**src/rtl/seven_seg_scan.sv**
```systemverilog
// Four-digit multiplexed seven-segment driver for an HH:MM clock.
// Guard-blanked digit slots, frame-latched digits, leading-zero blank, colon.
module seven_seg_scan #(
  parameter int c_REFRESH_DIV = 50000,
  parameter int c_GUARD       = 16,
  parameter int c_ACTIVE_LOW  = 1
) (
  input  logic        i_Clock,
  input  logic        i_Reset_n,
  input  logic [15:0] i_Digits,
  input  logic        i_Blank_Leading,
  input  logic        i_Colon_Tick,
  output logic [6:0]  o_Segments,
  output logic        o_Colon,
  output logic [3:0]  o_Anodes
);

  localparam int PW =
    (c_REFRESH_DIV > 2) ? $clog2(c_REFRESH_DIV) : 1;
  localparam logic [PW-1:0] LAST  = PW'(c_REFRESH_DIV - 1);
  localparam logic [PW-1:0] GUARD = PW'(c_GUARD);
  localparam logic          INV   = 1'(c_ACTIVE_LOW != 0);

  logic [PW-1:0] presc;
  logic [1:0]    idx;
  logic [15:0]   snap;
  logic          colon;

  logic [3:0] nib;
  logic [6:0] glyph;
  logic       wrap;
  logic       in_guard;
  logic       blank;

  always_comb begin
    nib = 4'd0;
    case (idx)
      2'd0:    nib = snap[3:0];
      2'd1:    nib = snap[7:4];
      2'd2:    nib = snap[11:8];
      default: nib = snap[15:12];
    endcase
  end

  // active-high glyphs, bit order {g,f,e,d,c,b,a}
  always_comb begin
    glyph = 7'b1000000;
    case (nib)
      4'd0:    glyph = 7'b0111111;
      4'd1:    glyph = 7'b0000110;
      4'd2:    glyph = 7'b1011011;
      4'd3:    glyph = 7'b1001111;
      4'd4:    glyph = 7'b1100110;
      4'd5:    glyph = 7'b1101101;
      4'd6:    glyph = 7'b1111101;
      4'd7:    glyph = 7'b0000111;
      4'd8:    glyph = 7'b1111111;
      4'd9:    glyph = 7'b1101111;
      default: glyph = 7'b1000000;
    endcase
  end

  always_comb begin
    wrap     = (presc == LAST);
    in_guard = (presc < GUARD);
    blank    = i_Blank_Leading && (idx == 2'd3) &&
               (nib == 4'd0);
  end

  always_ff @(posedge i_Clock) begin
    if (!i_Reset_n) begin
      presc      <= '0;
      idx        <= 2'd0;
      snap       <= 16'h0000;
      colon      <= 1'b1;
      o_Anodes   <= {4{INV}};
      o_Segments <= {7{INV}};
      o_Colon    <= INV;
    end else begin
      presc <= wrap ? '0 : presc + 1'b1;
      if (wrap)
        idx <= idx + 2'd1;
      // latch once per frame so a digit change never tears
      if (presc == '0 && idx == 2'd0)
        snap <= i_Digits;
      if (i_Colon_Tick)
        colon <= ~colon;

      if (in_guard) begin
        o_Anodes   <= {4{INV}};
        o_Segments <= {7{INV}};
        o_Colon    <= INV;
      end else begin
        o_Anodes   <= (4'b0001 << idx) ^ {4{INV}};
        o_Segments <= (blank ? 7'b0000000 : glyph) ^ {7{INV}};
        o_Colon    <= ((idx == 2'd2) && colon) ^ INV;
      end
    end
  end

endmodule

```
**config.mk**
```make
export PLATFORM = sky130hd
export DESIGN_NAME = seven_seg_scan
export DESIGN_NICKNAME = d
export VERILOG_FILES = /design/src/rtl/seven_seg_scan.sv
export SDC_FILE = /design/constraint.sdc
export NUM_CORES = 1
export LEC_CHECK = 0
export ABC_AREA = 1
export CORE_MARGIN = 5
export CORE_UTILIZATION = 59
export CTS_CLUSTER_DIAMETER = 50
export DETAILED_ROUTE_END_ITERATION = 10
export PLACE_DENSITY = 0.87
export SYNTH_ARGS = -nofsm -noshare
export SYNTH_HDL_FRONTEND = slang
export SYNTH_SLANG_ARGS = --single-unit
```
**constraint.sdc**
```tcl
create_clock -name i_Clock -period 4 [get_ports i_Clock]
set_input_delay 0.6 -clock i_Clock [delete_from_list [all_inputs] [get_ports i_Clock]]
set_output_delay 0.6 -clock i_Clock [all_outputs]
set_load 0.02 [all_outputs]
```
==> results of run 1 <==
==> where the power goes <==
part           switching (mW)  internal, mW
sequential             0.0147         0.491
clock                   0.160         0.186
combinational          0.0829        0.0578
total                   0.258         0.735
==> per-stage QoR <==
stage / instance area, sq um / util / worst slack [ns]
final: 2810 / 0.708 / 1.61
after global routing: 2810 / 0.708 / 1.44
after CTS: 2810 / 0.708 / 1.65
after detailed placement: 2700 / 0.679 / 1.57
after global placement: 2700 / 0.679 / 1.62
after floorplan: 2380 / - / 2.02
==> layout by cell type, fill, tap and decap left out, types with 3 or more instances in the layout <==
cell type,n
nand2_1,95
nor2_1,60
inv_1,48
dfxtp_1,47
clkdlybuf4s50_1,31
nand3_1,21
ha_1,12
a21oi_1,11
nand4_1,9
nor3_1,6
clkbuf_8,5
xor2_1,4
nand2_2,3
==> worst max-delay path: stages, from the launching register on <==
cell     delay (ns)
dfxtp_1        0.42
inv_1          0.11
ha_1           0.28
nand2_1        0.11
nand2_1        0.05
o21ai_0        0.48
inv_1          0.17
ha_1           0.30
inv_1          0.06
nand3_1        0.09
nand3_1        0.09
nand4_1        0.07
==> worst max-delay path by stage <==
| stage | endpoint | slack (ns) | depth (start not counted) | startpoint |
|---|---|---|---|---|
| 5_1_grt | o_Segments[3]$_SDFF_PP1_ | 1.44 | 11 | idx[0]$_SDFFE_PN0P_ |
| 4_1_cts | o_Segments[3]$_SDFF_PP1_ | 1.65 | 11 | idx[0]$_SDFFE_PN0P_ |
| 3_3_place_gp | o_Segments[6]$_SDFF_PP1_ | 1.62 | 6 | i_Reset_n |
| 6_report | o_Segments[3]$_SDFF_PP1_ | 1.61 | 11 | idx[0]$_SDFFE_PN0P_ |
| 2_1_floorplan | o_Segments[3]$_SDFF_PP1_ | 2.02 | 11 | idx[0]$_SDFFE_PN0P_ |
| 3_5_place_dp | o_Segments[6]$_SDFF_PP1_ | 1.57 | 6 | i_Reset_n |
==> final cells by class <==
class	count	area, sq um
multi-input combinational	238	1190
fill	325	1160
sequential	47	941
timing repair buffer	32	318
inverter	50	188
clock buffer	5	68.8
tap	50	62.6
clock inverter	3	43.8
==> flip-flops by register name, summed over array words and instances (netlist names) <==
signal / count
o_Anodes: 4
idx: 2
o_Colon: 1
colon: 1
snap: 16
o_Segments: 7
presc: 16
==> metal layers <==
metal,share of wire,routed length [microns]
met1,0.42,1990
met2,0.52,2430
met3,0.043,203
met4,0.011,53
met5,0,0
==> cell families (layout without fill, tap and decap cells) <==
| kind of cell | Yosys count | in the layout | share of synthesized area |
|---|---|---|---|
| buf+inv | 57 | 90 | 0.106 |
| xor+xnor | 6 | 6 | 0.0221 |
| fa+ha+maj | 12 | 12 | 0.0630 |
| flops | 47 | 47 | 0.395 |
| compound gates | 14 | 14 | 0.0305 |
| simple gates | 206 | 206 | 0.383 |
==> results.toml, run 1 <==
[yosys]
ys_top_cells_by_area = "dfxtp_1 (39%), nand2_1 (15%), nor2_1 (9.5%)"
synth-edff-count = 0
syn_area_sq_um = 2380
yosys.area.top_type = "dfxtp_1"
seq_area_frac_synth = 0.395
synthArstFlopShare = 0
synth_fp_nets = 374
netlist_instances = 342
synth_most_common_cell = "nand2_1"
synth_area_per_cell_sq_um = 6.97
yosysWarnings = 0
yosysUniqueCellTypes = 29
ys_ff_latch = 47
ys_top_cells_by_count = "nand2_1 (95), nor2_1 (60), inv_1 (48), dfxtp_1 (47), nand3_1 (21)"
synth_ff_type = "dfxtp_1"
synth.top_cell.area_share = 0.395

[grt]
antenna_found_initial = 0
grtUsageTotal = 0.196
grt-busiest-layer = "met2"
grt_max_degree = 33
gr-total-overflow = 0
use_met3 = 0.0492
met1_usage = 0.215
grt_pass1_vias = 2020
gr-usage-met2 = 0.366
grt_pass1_wl_mm = 8.34

[cts]
cts_buffers = 5
clk_pin_slew_ns = 0.09
clock_path_buffers = 2
cts-resized-gates = 0
clock_sinks = 47
root_buffer = "clkbuf_8"
cts_tree = "done"
cts_htree_levels = 2
cts_hold_buffers = 0
clk-insertion-delay-late_ns = 0.31
post-cts-setup-buffers = 0

[floorplanning]
io_pins = 32
die-area_sq_um = 5410
core_sq_um = 3970
num_rows = 23
chipWidth_microns = 73.5
die_y_microns = 73.5
start_util = 0.600

[setup_path]
worstRegToRegCells = 11
start_kind = "register"
crit_fanout = 6
arrival_ns = 2.55
endpoint_kind = "register"
worstSetupPathType = "reg -> reg"
timing.rr.start = "idx[0]$_SDFFE_PN0P_"
critPathRequiredTime_ns = 4.16
rr_endpoint = "o_Segments[3]$_SDFF_PP1_"
r2r_slack_ns = 1.61

[timing]
period_share = 0.598
fin_setup_tns_ns = 0
layout_min_cycle_time_ns = 2.39
skew_ns = 0.00995
hold_viol = 0
fmax_mhz = 418
rsz0062_at_grt = "false"
finalMaxSlewViolations = 0
whs_ns = 0.439
finalSetupViolCount = 0
tightestPinTransition_ns = 0.786
max_slew_margin = 0.476

[job]
maxCapViolCount = 0

[hold_path]
min_from = "colon$_SDFFE_PN1P_"
hp-class = "reg -> reg"
worstHoldPathCells = 1
hold-path-endpoint = "o_Colon$_SDFF_PP1_"

[power]
p_leak_nw = 1.25
ir_worst_vdd_uv = 334
p_total_mw = 0.993
pwr_density_cell_nw_per_um2 = 353

[finish]
fin_nets = 406
diodes = 0
drive_gt1_frac = 0.0613
areaGrowthSynthToFinish_pct = 18.0
fin_cells = 425

[detailed_routing]
drt-total-wl_mm = 4.68
drt_pre_antenna_iters = 4
ant_nets = 0
route.detailed.drc = 0
drt_iter0_markers = 110
num_vias = 2081
drt-vias-per-instance = 4.90
drt-wirelength-per-cell_microns = 11.0

[placement]
hpwlAfterDp_mm = 3.55
portBuffers = 31
gp_congestion = 0.850
dp_cells = 417

[outcome]
outcome = "completed"
No activity file was read; power rests on OpenSTA's default activity.
==> run 2: changes to the inputs <==
--- a/config.mk
+++ b/config.mk
@@ -7,10 +7,10 @@
 export LEC_CHECK = 0
 export ABC_AREA = 1
 export CORE_MARGIN = 5
-export CORE_UTILIZATION = 59
+export CORE_UTILIZATION = 49
 export CTS_CLUSTER_DIAMETER = 50
 export DETAILED_ROUTE_END_ITERATION = 10
-export PLACE_DENSITY = 0.87
+export PLACE_DENSITY = 0.77
 export SYNTH_ARGS = -nofsm -noshare
 export SYNTH_HDL_FRONTEND = slang
 export SYNTH_SLANG_ARGS = --single-unit
==> constraint.sdc (replaced) <==
create_clock -name i_Clock -period 2 [get_ports i_Clock]
set_input_delay 0.3 -clock i_Clock [delete_from_list [all_inputs] [get_ports i_Clock]]
set_output_delay 0.3 -clock i_Clock [all_outputs]
set_load 0.02 [all_outputs]
==> run 2 against run 1 <==
Clock-buffer cell count unchanged. Largest cell class unchanged. Final area grew 2.4%. Combinational power grew 110%. First-iteration DRC count shrank 1.8%. Flip-flop and latch count unchanged. Clock power grew 61%. Highest routed layer unchanged. Utilization down 9.8 points.
==> results.toml, run 2 (same netlist as run 1, synthesis figures left out) <==
[cts]
cts_tree = "done"
clk-insertion-delay-late_ns = 0.30
cts_htree_levels = 2
clk_pin_slew_ns = 0.09
root_buffer = "clkbuf_8"
clock_path_buffers = 2
cts_hold_buffers = 0
clock_sinks = 47
post-cts-setup-buffers = 0
cts_buffers = 5

[finish]
diodes = 0
layout_common_cells = "nand2_1 (94), nor2_1 (58), inv_1 (48), dfxtp_1 (45), clkdlybuf4s50_1 (31)"
fin_cells = 448
areaGrowthSynthToFinish_pct = 20.8
fin_area_sq_um = 2880
drive_gt1_frac = 0.0919
top_regs = "presc: 16 flops, snap: 16 flops, o_Segments: 7 flops"
fin_nets = 412
final_common_cell = "nand2_1"

[grt]
grt_pass1_vias = 1988
grtUsageTotal = 0.162
grt_max_degree = 33
grt_pass1_wl_mm = 8.13
antenna_found_initial = 0
gr-total-overflow = 0

[setup_path]
arrival_ns = 2.04
cpMaxStageDelayCell = "dfxtp_2"
endpoint_kind = "register"
max_stage_delay_ns = 0.37
worstSetupPathType = "reg -> reg"
crit_fanout = 5
crit_chain = "inv_1 -> ha_1 -> nand2_1 -> nand2_1 -> o21ai_1 -> buf_4 -> inv_1 -> ha_1 -> inv_1 -> nand3_1 -> nand3_1 -> nand4_1"
start_kind = "register"
crit_top_cell = "inv_1"
critPathRequiredTime_ns = 2.19

[floorplanning]
start_util = 0.504
die_y_microns = 79.7
num_rows = 25
chipWidth_microns = 79.7
die-area_sq_um = 6360
io_pins = 32
core_sq_um = 4720

[detailed_routing]
route.detailed.drc = 0
drt_pre_antenna_iters = 5
drt-wirelength-per-cell_microns = 10.3
ant_nets = 0
drt-total-wl_mm = 4.60
num_vias = 2084
drt_iter0_markers = 108
drt-vias-per-instance = 4.65

[power]
pwr_density_cell_nw_per_um2 = 649
ir_worst_vdd_uv = 497
p_leak_nw = 1.26

[hold_path]
hp-class = "reg -> reg"

[placement]
portBuffers = 31
dp_cells = 440
hpwlAfterDp_mm = 3.56
placedInstanceArea_sq_um = 2780
gp_congestion = 0.828

[timing]
max_slew_margin = 0.692
layout_min_cycle_time_ns = 1.85
fmax_mhz = 541
finalSetupViolCount = 0
rsz0062_at_grt = "true"
finalMaxSlewViolations = 0
hold_viol = 0
tightestPinTransition_ns = 0.458
skew_ns = 0.0100
period_share = 0.924

[outcome]
outcome = "completed"

[job]
maxCapViolCount = 0
[run 2: cell count changes in the layout (fill, tap and decap cells not counted), sizes merged]
cell and change:
buf +6, bufinv -1, clkinv -1, clkinvlp +2
[run 2: critical path, delay by kind of cell (launching register included)]
family | cells | cell delay, ns
AO/OA/AOI/OAI | 1 | 0.11
buffers and inverters | 4 | 0.36
adder cells (fa/ha/maj) | 2 | 0.51
AND/OR/NAND/NOR | 5 | 0.40
flip-flops | 1 | 0.37
[run 2: metrics by stage]
step                 TNS, ns  hold slack [ns]  power [mW]  setup slack [ns]   util
floorplan                  0            0.394        1.24            0.0164      -
global placement           0            0.409        1.32            0.0832  0.588
detailed placement   -0.0621            0.407        1.33           -0.0376  0.588
CTS                        0            0.428        1.89            0.0420  0.607
global route        -0.00837            0.448        1.99          -0.00837  0.609
finish                     0            0.426        1.87             0.152  0.609
[run 2: where the power goes]
part | internal (mW) | switching, mW | total [mW]
Clock | 0.243 | 0.315 | 0.558
Combinational | 0.130 | 0.168 | 0.298
Sequential | 0.983 | 0.0283 | 1.01
[run 2: cell type report]
| type | instances | area [sq um] |
|---|---|---|
| flip-flops and latches | 47 | 943 |
| fillers | 430 | 1850 |
| multi-input cells | 238 | 1200 |
| well taps | 67 | 83.8 |
| repair buffers | 38 | 375 |
| clock buffers | 5 | 68.8 |
| clock inverters | 3 | 20.0 |
| inverters | 50 | 188 |
[run 2: routing by layer]
metal / wire length, microns / global-route usage
met1: 2060 / 0.179
met2: 2170 / 0.295
met3: 283 / 0.0361
met4: 80 / 0.0670
met5: 0 / 0
[run 2: worst paths after layout]
check	slack, ns	cells after the start	end	start
setup / recovery	0.15	12	o_Segments[3]$_SDFF_PP1_	idx[0]$_SDFFE_PN0P_
hold / removal	0.43	1	o_Colon$_SDFF_PP1_	colon$_SDFFE_PN1P_
setup reg to reg	0.15	12	o_Segments[3]$_SDFF_PP1_	idx[0]$_SDFFE_PN0P_
hold reg to reg	0.43	1	o_Colon$_SDFF_PP1_	colon$_SDFFE_PN1P_
[run 2: what timing repair did]
item,CTS,global route
endpoints found under the setup margin,3,7
gates resized for setup,2,5
gates cloned,0,0
==> run 3: changes to the inputs <==
--- a/config.mk
+++ b/config.mk
@@ -11,6 +11,7 @@
 export CTS_CLUSTER_DIAMETER = 50
 export DETAILED_ROUTE_END_ITERATION = 10
 export PLACE_DENSITY = 0.77
+export SETUP_SLACK_MARGIN = 0.15
 export SYNTH_ARGS = -nofsm -noshare
 export SYNTH_HDL_FRONTEND = slang
 export SYNTH_SLANG_ARGS = --single-unit
==> run 3 against run 2 <==
Flip-flop and latch count stayed put. Register-to-register slack better by 0.06 ns. Routed wire length is 5.9% higher. Final area is 6.0% higher. Worst hold slack better by 0.016 ns. Clock skew is 0.0039 ns lower. Maximum frequency is 3.5% higher. Die area stayed put. Combinational power is 9.1% higher. Sequential share of layout area is 1.7 points lower. Critical endpoint is now o_Segments[0]$_SDFF_PP1_. Largest power group unchanged.
==> results.toml, run 3 (same netlist as run 1, synthesis figures left out) <==
[finish]
fin_nets = 417
areaGrowthSynthToFinish_pct = 28.0
utilization = 0.646
final_common_cell = "nand2_1"
top_regs = "presc: 16 flops, snap: 16 flops, o_Segments: 7 flops"
layout_common_cells = "nand2_1 (94), nor2_1 (58), dfxtp_1 (45), inv_1 (41), clkdlybuf4s50_1 (31)"
diodes = 0
fin_area_sq_um = 3050
drive_gt1_frac = 0.142

[grt]
grt_pass1_vias = 2001
met1_usage = 0.191
antenna_found_initial = 0
grt_max_degree = 33
use_met3 = 0.0384
grt-busiest-layer = "met2"
gr-total-overflow = 0
grtUsageTotal = 0.159
grt_pass1_wl_mm = 8.15
gr-usage-met2 = 0.275

[timing]
tightestPinTransition_ns = 0.445
fmax_mhz = 560
fin_setup_tns_ns = 0
rsz0062_at_grt = "true"
hold_viol = 0
finalSetupViolCount = 0
whs_ns = 0.441
max_slew_margin = 0.701
layout_min_cycle_time_ns = 1.79
skew_ns = 0.00610
period_share = 0.893
finalMaxSlewViolations = 0

[power]
p_comb_frac = 0.151
ir_worst_vdd_uv = 352
p_leak_nw = 1.33
pwr_density_cell_nw_per_um2 = 703
pwr-share-seq = 0.470
p_sw_frac = 0.245
pwr-share-clk = 0.378
internal-power_mw = 1.62
netSwitchingPower_mw = 0.525

[detailed_routing]
num_vias = 2136
drt-wirelength-per-cell_microns = 10.7
drt_pre_antenna_iters = 4
drt-total-wl_mm = 4.87
route.detailed.drc = 0
ant_nets = 0
drt_iter0_markers = 73
drt-vias-per-instance = 4.72

[hold_path]
hp-class = "reg -> reg"
worstHoldPathCells = 1

[cts]
clock_path_buffers = 2
root_buffer = "clkbuf_8"
clk-insertion-delay-late_ns = 0.30
clock_sinks = 47
cts_buffers = 5
clk_pin_slew_ns = 0.09
cts_htree_levels = 2
cts_tree = "done"
cts_hold_buffers = 0

[setup_path]
crit_fanout = 5
worst-path-buf-inv = 4
cp.depth = 13
start_kind = "register"
crit_family = "simple AND/OR/NAND/NOR gates"
cpMaxStageDelayCell = "dfxtp_4"
worstRegToRegCells = 13
crit_chain = "inv_4 -> ha_4 -> nand2_1 -> nand2_1 -> nor2_1 -> nor2_2 -> inv_2 -> buf_4 -> ha_1 -> inv_1 -> nand3_1 -> nand3_1 -> nand4_1"
arrival_ns = 1.97
worstSetupPathType = "reg -> reg"
critPathRequiredTime_ns = 2.19
max_stage_delay_ns = 0.39
endpoint_kind = "register"

[placement]
hpwlAfterDp_mm = 3.51
portBuffers = 31
gp_congestion = 0.812
placedInstanceArea_sq_um = 2770

[floorplanning]
chipWidth_microns = 79.7
io_pins = 32
die-area_sq_um = 6360
die_y_microns = 79.7
start_util = 0.504
core_sq_um = 4720
num_rows = 25

[outcome]
outcome = "completed"

[job]
maxCapViolCount = 0
[run 3: worst paths after layout]
| check | start | to | slack [ns] |
|---|---|---|---|
| setup / recovery | idx[0]$_SDFFE_PN0P_ | o_Segments[0]$_SDFF_PP1_ | 0.21 |
| hold / removal | colon$_SDFFE_PN1P_ | o_Colon$_SDFF_PP1_ | 0.44 |
| setup reg to reg | idx[0]$_SDFFE_PN0P_ | o_Segments[0]$_SDFF_PP1_ | 0.21 |
| hold reg to reg | colon$_SDFFE_PN1P_ | o_Colon$_SDFF_PP1_ | 0.44 |
[run 3: layout make-up]
class	instances	area, sq um
multi-input combinational	238	1280
tap	67	83.8
sequential	47	948
inverter	50	193
timing repair buffer	43	413
clock buffer	5	68.8
fill	420	1670
clock inverter	3	67.6
[run 3: power by group through the flow]
stage | clock network (mW) | logic, mW | registers (mW)
floorplan | 0 | 0.221 | 1.02
global placement | 0 | 0.288 | 1.03
detailed placement | 0 | 0.292 | 1.03
CTS | 0.831 | 0.301 | 1.01
global route | 0.879 | 0.374 | 1.02
finish | 0.812 | 0.325 | 1.01
[run 3: stage by stage]
stage | std cells | setup slack, ns | total power, mW
5_1_grt | 453 | 0.0961 | 2.27
3_3_place_gp | 438 | 0.114 | 1.32
4_1_cts | 447 | 0.147 | 2.14
3_5_place_dp | 438 | -0.0108 | 1.32
6_report | 453 | 0.215 | 2.15
2_1_floorplan | 342 | 0.199 | 1.24
[run 3: per-layer routing]
layer  up-vias  share of wire
li1       1135              -
met1       955           0.45
met2        37           0.49
met3         9          0.049
met4         0          0.018
met5         -              0
[run 3: timing repair]
action | 4_1_cts | 5_1_grt
buffers inserted | 1 | 6
pin swaps | 1 | 5
cloned | 0 | 0
endpoints found under the setup margin | 7 | 7
gates resized for setup | 7 | 23
